## src/rtl/sseg_pkg.sv

```systemverilog
// Shared definitions for the seven-segment display scheduler.
// Contents: source IDs, FSM state encodings, default timing parameters and
// the round-robin pick helper used when choosing a rotating source.
package sseg_pkg;

  // Display content sources; SRC_NONE means nothing is on display.
  localparam logic [1:0] SRC_TIME  = 2'd0;
  localparam logic [1:0] SRC_DATE  = 2'd1;
  localparam logic [1:0] SRC_ALERT = 2'd2;
  localparam logic [1:0] SRC_NONE  = 2'd3;

  // Scheduler FSM state encodings.
  localparam logic [1:0] ST_IDLE   = 2'd0;
  localparam logic [1:0] ST_ROTATE = 2'd1;
  localparam logic [1:0] ST_ALERT  = 2'd2;

  // Defaults for a 50 MHz clock: 1 s dwell, 0.25 s blink half-period.
  localparam int unsigned DEF_DWELL_CYCLES = 50_000_000;
  localparam int unsigned DEF_BLINK_CYCLES = 12_500_000;
  localparam int unsigned DEF_CNT_W        = 26;

  // Choose between the two rotating sources: the preferred one if it
  // requests, otherwise the other. Caller guarantees at least one requests.
  function automatic logic pick_rotating(input logic pref, input logic [1:0] rot_req);
    return rot_req[pref] ? pref : ~pref;
  endfunction

endpackage

```

## src/rtl/sseg_blink_gen.sv

```systemverilog
// blink_gen: free-running blink phase generator.
// Ports:
//   clk           system clock
//   reset         synchronous active-high reset
//   blink_phase_o toggles every BLINK_CYCLES clocks, 0 after reset
module blink_gen #(
  parameter int unsigned BLINK_CYCLES = 12_500_000,
  parameter int unsigned CNT_W        = 26
) (
  input  logic clk,
  input  logic reset,
  output logic blink_phase_o
);

  localparam logic [CNT_W-1:0] CNT_LAST = CNT_W'(BLINK_CYCLES - 1);

  logic [CNT_W-1:0] blink_cnt_q, blink_cnt_d;
  logic             phase_q, phase_d;

  // Count to the half-period end, then wrap and flip the phase.
  always_comb begin
    blink_cnt_d = blink_cnt_q + CNT_W'(1);
    phase_d     = phase_q;
    if (blink_cnt_q == CNT_LAST) begin
      blink_cnt_d = '0;
      phase_d     = ~phase_q;
    end
  end

  always_ff @(posedge clk) begin
    if (reset) begin
      blink_cnt_q <= '0;
      phase_q     <= 1'b0;
    end else begin
      blink_cnt_q <= blink_cnt_d;
      phase_q     <= phase_d;
    end
  end

  assign blink_phase_o = phase_q;

endmodule

```

## src/rtl/sseg_scheduler.sv

```systemverilog
// sseg_scheduler: time-shares a 4-digit seven-segment driver among
// time (0), date (1) and alert (2) sources. Time/date rotate round-robin
// with a fixed dwell; alert pre-empts while requested. All outputs are
// registered with one cycle of latency from the inputs.
// Ports:
//   clk, reset            clock, synchronous active-high reset
//   req[2:0]              per-source display request (level)
//   blink[2:0]            per-source blink enable
//   data0..2, dp0..2      per-source digits ([15:12] = hexa3) and points
//   hexa3..hexa0, dps     digits/points to the display driver
//   digit_en              per-digit enable, 1 = lit
//   active_src            source on display, 3 = none
//   switched              one-cycle pulse when active_src changes
module sseg_scheduler
  import sseg_pkg::*;
#(
  parameter int unsigned DWELL_CYCLES = DEF_DWELL_CYCLES,
  parameter int unsigned BLINK_CYCLES = DEF_BLINK_CYCLES,
  parameter int unsigned CNT_W        = DEF_CNT_W
) (
  input  logic        clk,
  input  logic        reset,
  input  logic [2:0]  req,
  input  logic [2:0]  blink,
  input  logic [15:0] data0,
  input  logic [15:0] data1,
  input  logic [15:0] data2,
  input  logic [3:0]  dp0,
  input  logic [3:0]  dp1,
  input  logic [3:0]  dp2,
  output logic [3:0]  hexa3,
  output logic [3:0]  hexa2,
  output logic [3:0]  hexa1,
  output logic [3:0]  hexa0,
  output logic [3:0]  dps,
  output logic [3:0]  digit_en,
  output logic [1:0]  active_src,
  output logic        switched
);

  localparam logic [CNT_W-1:0] DWELL_LAST = CNT_W'(DWELL_CYCLES - 1);

  logic [1:0]       state_q, state_d;
  logic [1:0]       src_q, src_d;
  logic [CNT_W-1:0] dwell_q, dwell_d;
  logic             rr_next_q, rr_next_d;

  logic [15:0]      disp_q, disp_d;
  logic [3:0]       dps_q, dps_d;
  logic [3:0]       den_q, den_d;
  logic             sw_q, sw_d;

  logic             blink_phase;
  logic             cur_rot;
  logic             idle_pick;
  logic [3:0]       blink_x;

  blink_gen #(
    .BLINK_CYCLES (BLINK_CYCLES),
    .CNT_W        (CNT_W)
  ) u_blink_gen (
    .clk           (clk),
    .reset         (reset),
    .blink_phase_o (blink_phase)
  );

  // Rotating source currently shown (meaningful in ROTATE only).
  assign cur_rot   = src_q[0];
  // Round-robin choice used whenever selection restarts from IDLE/ALERT.
  assign idle_pick = pick_rotating(rr_next_q, req[1:0]);
  // Pad so that SRC_NONE indexes a harmless zero.
  assign blink_x   = {1'b0, blink};

  // Next-state logic: source selection and dwell counting.
  always_comb begin
    state_d   = state_q;
    src_d     = src_q;
    dwell_d   = dwell_q;
    rr_next_d = rr_next_q;

    case (state_q)
      ST_ROTATE: begin
        if (req[SRC_ALERT]) begin
          state_d = ST_ALERT;
          src_d   = SRC_ALERT;
          dwell_d = '0;
        end else if ((dwell_q == DWELL_LAST) || !req[cur_rot]) begin
          dwell_d = '0;
          if (req[~cur_rot]) begin
            src_d     = {1'b0, ~cur_rot};
            rr_next_d = cur_rot;
          end else if (req[cur_rot]) begin
            // Restart the dwell on the same source without a switch.
            rr_next_d = ~cur_rot;
          end else begin
            state_d = ST_IDLE;
            src_d   = SRC_NONE;
          end
        end else begin
          dwell_d = dwell_q + CNT_W'(1);
        end
      end

      // IDLE and ALERT share one selection rule; ALERT holds while req[2].
      default: begin
        dwell_d = '0;
        if (req[SRC_ALERT]) begin
          state_d = ST_ALERT;
          src_d   = SRC_ALERT;
        end else if (|req[1:0]) begin
          state_d   = ST_ROTATE;
          src_d     = {1'b0, idle_pick};
          rr_next_d = ~idle_pick;
        end else begin
          state_d = ST_IDLE;
          src_d   = SRC_NONE;
        end
      end
    endcase
  end

  // Output next values follow the newly selected source's live inputs.
  always_comb begin
    disp_d = '0;
    dps_d  = '0;
    case (src_d)
      SRC_TIME:  begin disp_d = data0; dps_d = dp0; end
      SRC_DATE:  begin disp_d = data1; dps_d = dp1; end
      SRC_ALERT: begin disp_d = data2; dps_d = dp2; end
      default:   begin disp_d = '0;    dps_d = '0;  end
    endcase

    if (src_d == SRC_NONE) begin
      den_d = 4'h0;
    end else if (blink_x[src_d] && blink_phase) begin
      den_d = 4'h0;
    end else begin
      den_d = 4'hF;
    end

    sw_d = (src_d != src_q);
  end

  always_ff @(posedge clk) begin
    if (reset) begin
      state_q   <= ST_IDLE;
      src_q     <= SRC_NONE;
      dwell_q   <= '0;
      rr_next_q <= 1'b0;
      disp_q    <= '0;
      dps_q     <= '0;
      den_q     <= '0;
      sw_q      <= 1'b0;
    end else begin
      state_q   <= state_d;
      src_q     <= src_d;
      dwell_q   <= dwell_d;
      rr_next_q <= rr_next_d;
      disp_q    <= disp_d;
      dps_q     <= dps_d;
      den_q     <= den_d;
      sw_q      <= sw_d;
    end
  end

  assign hexa3      = disp_q[15:12];
  assign hexa2      = disp_q[11:8];
  assign hexa1      = disp_q[7:4];
  assign hexa0      = disp_q[3:0];
  assign dps        = dps_q;
  assign digit_en   = den_q;
  assign active_src = src_q;
  assign switched   = sw_q;

endmodule

```

## config.mk

```make
export PLATFORM = sky130hd
export DESIGN_NAME = sseg_scheduler
export DESIGN_NICKNAME = d
export VERILOG_FILES = /design/src/rtl/sseg_pkg.sv /design/src/rtl/sseg_blink_gen.sv /design/src/rtl/sseg_scheduler.sv
export SDC_FILE = /design/constraint.sdc
export NUM_CORES = 1
export LEC_CHECK = 0
export ABC_AREA = 1
export CORE_UTILIZATION = 40
export DETAILED_ROUTE_END_ITERATION = 6
export PLACE_DENSITY = 0.66
export SLEW_MARGIN = 20
export SYNTH_ARGS = -nofsm -noshare
export SYNTH_HDL_FRONTEND = slang
export SYNTH_HIERARCHICAL = 1
export SYNTH_SLANG_ARGS = --single-unit
```

## constraint.sdc

```tcl
create_clock -name clk -period 1.95 [get_ports clk]
set_input_delay 0.39 -clock clk [delete_from_list [all_inputs] [get_ports clk]]
set_output_delay 0.39 -clock clk [all_outputs]
set_load 0.05 [all_outputs]
```

==> flow_summary.toml, run 1 <==
[outcome]
status = "completed"

[cells_and_area]
diodes = 0
final_common_cell = "nand2_1"
syn_to_final_growth_pct = 43.3
fillers = 960
layout-drive-gt1-share_pct = 22.9
fin_util_pct = 58.9
final_cell_mix = "nand2_1, clkdlybuf4s50_1, nor2_1, inv_1, dfxtp_1"
nNetsFinal = 820

[global_routing]
grt_overflow = 0
track_usage_pct = 20.1
antenna_found_initial = 0
grt_pass1_vias = 4147
grt_max_degree = 28
grt_pass1_wl_um = 18000

[clock_network]
cts_buffers = 9
hold_buffers = 0
cts-root-buf = "clkbuf_8"
clk_pin_slew_ps = 90
clk_latency_ps = 370
cts_tree = "yes"
cts.path.max_buffers = 2
h-tree-depth = 3
cts_num_sinks = 80

[worst_setup_path]
r2r_cells = 14
cp-start-kind = "register"
cp.arrival_ps = 1530
critPathKind = "register to primary output"
end_kind = "primary output"
crit_path_max_fanout = 1
rr_startpoint = "dwell_q[1]"
r2r_slack_ps = 90
cp.required_ps = 1560
path_buf_inv = 1
rr_endpoint = "disp_q[6]"
slowest_stage = "clkdlybuf4s50_1"
cpPeakStageDelay_ps = 830
cp_top_family = "buffers and inverters"
path_cells = "clkdlybuf4s50_1"

[timing]
finalHoldViolCount = 0
setup_viol = 0
worst_pin_slew_ps = 541
fmax_ghz = 0.522
relSlewSlack_pct = 63.8
finalMaxSlewViolations = 0
rsz0062_at_grt = "yes"
fin_crit_sh_pct = 98.3
layout_min_cycle_time_ps = 1920
skew_ps = 19.5

[synthesis]
postSynthCellCount = 632
syn_nets = 702
synth.distinct_cells = 34
ys_seq_elements = 80
syn_area_sq_um = 4250
ys_warn_count = 6
avgSynthCellArea_sq_um = 6.72
ys_seq_area_share_pct = 37.7

[floorplan]
start_util_pct = 41.1
boundaryPins = 95
die_width_um = 105
dieArea_sq_um = 11000
placementRows = 37
die_h_um = 105
core_sq_um = 10300

[placed_design]
port_buffers = 94
globalplace.congestion = 0.894
hpwl_um = 8070

[route]
drc = 0
final_antenna_net_count = 0
drtIter0Drc = 248
drt-pass1-iter-count = 6
vias_per_cell = 4.82
wire_per_inst_um = 12.5
routed_wl_um = 11100
vias = 4291

[min_path]
hold_end = "u_blink_gen/blink_cnt_q[0]"
hp-class = "register to register"
min-delay-start = "u_blink_gen/blink_cnt_q[0]"
whs_path_depth = 1

[pwr]
power_per_cell_area_nw_per_um2 = 670
finalPower_w = 0.00408
leakage_nw = 2.52
ir_drop_v = 0.000404

[job]
cap_viol_max_count = 0
==> per-layer routing <==
layer  vias to the layer above  track usage (%)  part of all wire [%]
met5                         -                0                     0
met4                         0             6.44                   1.9
met3                        15             6.74                   5.3
met2                       102             34.5                    48
met1                      1938             23.5                    44
li1                       2236                -                     -
==> cell type report <==
class | count | area (sq um) | share of cell area, %
clock buffers | 11 | 151 | 2.49
clock inverters | 5 | 103 | 1.69
inverters | 85 | 322 | 5.28
multi-input cells | 448 | 2480 | 40.7
flip-flops and latches | 80 | 1620 | 26.7
well taps | 136 | 170 | 2.80
repair buffers | 126 | 1240 | 20.4
==> through the flow <==
step                hold WS (ps)  worst slack (ps)  TNS, ps  area, sq um  std cells
floorplan                    417               205        0         4250        632
global placement             425              -175    -3880         5450        869
detailed placement           440              -233    -5640         5450        869
CTS                          457              3.36        0         5700        885
global route                 498             -97.9    -1560         6080        891
finish                       448              33.7        0         6080        891
==> cells in the mapped netlist, drive strengths merged <==
master,number,area share [%]
o21ai,11,1.3
buf,18,3.1
a211oi,4,0.71
xor2,8,1.7
nand3b,1,0.18
nor4b,1,0.21
or2,3,0.44
nand4,8,1.3
nor3,11,1.3
ha,2,0.59
inv,83,7.3
clkbuf,1,0.088
a31oi,1,0.15
nor4,2,0.29
o21bai,1,0.18
nand2,161,16
nor2,101,10
o21a,3,0.53
a21oi,29,3.5
dfxtp,80,38
nor3b,2,0.35
nand3,92,11
xnor2,7,1.4
clkinv,2,0.18
==> repair_timing <==
item | 4_1_cts | 5_1_grt
setup buffers | 0 | 5
pin swaps | 0 | 12
cloned | 0 | 1
endpoints found under the hold margin | 0 | 0
gates resized for setup | 4 | 95
setup endpoints to repair | 4 | 33
==> power by group <==
part           total, W  switching [W]  internal [W]  leakage (nW)
sequential      0.00171      0.0000232       0.00169         0.659
combinational  0.000807       0.000454      0.000353          1.73
clock           0.00156       0.000642      0.000919         0.126
==> worst max-delay path by stage <==
stage                        from     endpoint  slack, ps  depth (start not counted)
finish                     dps[3]       dps[3]         30                          1
global route          dwell_q[11]    disp_q[6]       -100                         16
CTS                    dwell_q[1]  dwell_q[24]          3                         12
detailed placement         req[1]    disp_q[1]       -230                         13
global placement           req[1]     switched       -170                         11
floorplan           active_src[0]  digit_en[2]        200                         11
==> registers in the layout, indices dropped and copies added, names as in the netlist <==
signal                     cells
active_src                     2
digit_en                       1
dps                            4
dwell_q                       26
u_blink_gen/blink_cnt_q       26
u_blink_gen/blink_phase_o      1
switched                       1
rr_next_q                      1
disp_q                        16
state_q                        2
==> kinds of logic after synthesis <==
kind of cell             Yosys count  synth area share (%)
flip-flops                        80                  37.7
AND/OR/NAND/NOR                  382                  41.5
XOR/XNOR                          15                  3.09
AO/OA/AOI/OAI                     49                  6.36
adder cells (fa/ha/maj)            2                 0.589
buffers and inverters            104                  10.7
(Power assumes the default switching activity.)
==> run 2: changes to the inputs <==
Settings changed: CAP_MARGIN set to 5, CTS_CLUSTER_SIZE set to 16, SKIP_LAST_GASP set to 1.
==> run 2 against run 1 <==
Against the previous run: combinational power about the same; via count increased by 0.33%; hold slack about the same; sequential share of layout area hardly changed; critical path depth unchanged; fmax about the same; first-iteration DRC count is 10% lower; clock-buffer cell count is the same; flip-flop and latch count unchanged; setup slack about the same; critical path type unchanged; largest cell class unchanged; highest routed layer unchanged.
==> flow_summary.toml, run 2 (same netlist as run 1, synthesis figures left out) <==
[outcome]
status = "completed"

[worst_setup_path]
cp.arrival_ps = 1530
slowest_stage = "clkdlybuf4s50_1"
critPathKind = "register to primary output"
crit_path_max_fanout = 1
cp.required_ps = 1560
crit_cells = 1
end_kind = "primary output"
r2r_cells = 14
cp_top_family = "buffers and inverters"
cpPeakStageDelay_ps = 810
path_cells = "clkdlybuf4s50_1"
cp-start-kind = "register"
path_buf_inv = 1

[floorplan]
core_sq_um = 10300
dieArea_sq_um = 11000
die_width_um = 105
placementRows = 37
start_util_pct = 41.1
die_h_um = 105
boundaryPins = 95

[timing]
tns_ps = 0
skew_ps = 19.7
relSlewSlack_pct = 63.8
worst_pin_slew_ps = 541
fin_crit_sh_pct = 98.3
finalMaxSlewViolations = 0
finalHoldViolCount = 0
fmax_ghz = 0.522
layout_min_cycle_time_ps = 1920
setup_viol = 0
rsz0062_at_grt = "yes"

[placed_design]
globalplace.congestion = 0.894
postPlaceCellArea_sq_um = 5450
port_buffers = 94
hpwl_um = 8070

[cells_and_area]
diodes = 0
fillers = 959
final_common_cell = "nand2_1"
syn_to_final_growth_pct = 43.2
stdcell_area_sq_um = 6080
layout-drive-gt1-share_pct = 22.8
fin_util_pct = 58.9
nNetsFinal = 820
reg.largest.list = "dwell_q x26, u_blink_gen/blink_cnt_q x26, disp_q x16"
final_cell_mix = "nand2_1, clkdlybuf4s50_1, nor2_1, inv_1, dfxtp_1"

[clock_network]
clk_pin_slew_ps = 90
cts.path.max_buffers = 2
h-tree-depth = 3
cts-root-buf = "clkbuf_8"
cts_buffers = 9
cts_tree = "yes"
clk_latency_ps = 370
cts_num_sinks = 80

[route]
routed_wl_um = 11100
vias_per_cell = 4.83
drtIter0Drc = 222
drt-pass1-iter-count = 6
wire_per_inst_um = 12.4
drc = 0
vias = 4305
final_antenna_net_count = 0

[global_routing]
antenna_found_initial = 0
grt_max_degree = 28
grt_pass1_wl_um = 18000
grt_pass1_vias = 4147
grt_overflow = 0
track_usage_pct = 20.1

[min_path]
hp-class = "register to register"
whs_path_depth = 1

[pwr]
finalPower_w = 0.00407
leakage_nw = 2.52
power_per_cell_area_nw_per_um2 = 670
ir_drop_v = 0.000402

[job]
cap_viol_max_count = 0
## run 2: cell counts in the layout (fill, tap and decap cells not counted)
No cell type changed its count.
## run 2: cell type report
cell class | instances | area [sq um] | area share, %
Multi-Input combinational cell | 448 | 2470 | 40.7
Sequential cell | 80 | 1620 | 26.7
Timing Repair Buffer | 126 | 1240 | 20.4
Inverter | 85 | 322 | 5.29
Tap cell | 136 | 170 | 2.80
Clock buffer | 11 | 151 | 2.49
Clock inverter | 5 | 103 | 1.69
## run 2: through the flow
step                      setup WS (ps)  hold WS, ps  instances
after detailed placement           -233          440        869
after floorplan                     205          417        632
final                              33.8          448        891
after global placement             -175          425        869
after global routing              -97.6          498        891
after CTS                          3.36          457        885
## run 2: layer usage
layer	vias up	GRT usage, %	wire (um)
li1	2237	-	-
met1	1936	23.5	4910
met2	114	34.5	5310
met3	18	6.74	629
met4	0	6.44	228
met5	-	0	0
## run 2: power by group
group	switching, W	internal, W
Sequential	0.0000231	0.00169
Combinational	0.000454	0.000353
Clock	0.000638	0.000919
## run 2: worst register-to-register path: stages (launching register included)
cell and delay (ps):
dfxtp_2 370, ha_4 150, nand3_2 100, nor2_2 120, nand2_1 100, nand2_2 120
nand2_2 70, nand2_4 80, nand2_4 80, nor2_4 210, clkbuf_16 210, nand2_2 50
nand3_2 50, nand2_1 50, inv_1 60
## run 2: what timing repair did
item                       CTS  global route
setup buffers                0             5
setup endpoints to repair    4            33
gates resized for setup      4            94
pin swaps                    0            12
cloned                       0             1
hold buffers                 0             0
## run 2: path summary, 6_finish.rpt
| check | slack, ps | endpoint | start |
|---|---|---|---|
| setup reg to reg | 90 | disp_q[6] | dwell_q[1] |
| hold reg to reg | 450 | u_blink_gen/blink_cnt_q[0] | u_blink_gen/blink_cnt_q[0] |
| hold / removal | 450 | u_blink_gen/blink_cnt_q[0] | u_blink_gen/blink_cnt_q[0] |
| setup / recovery | 30 | hexa1[1] | disp_q[5] |
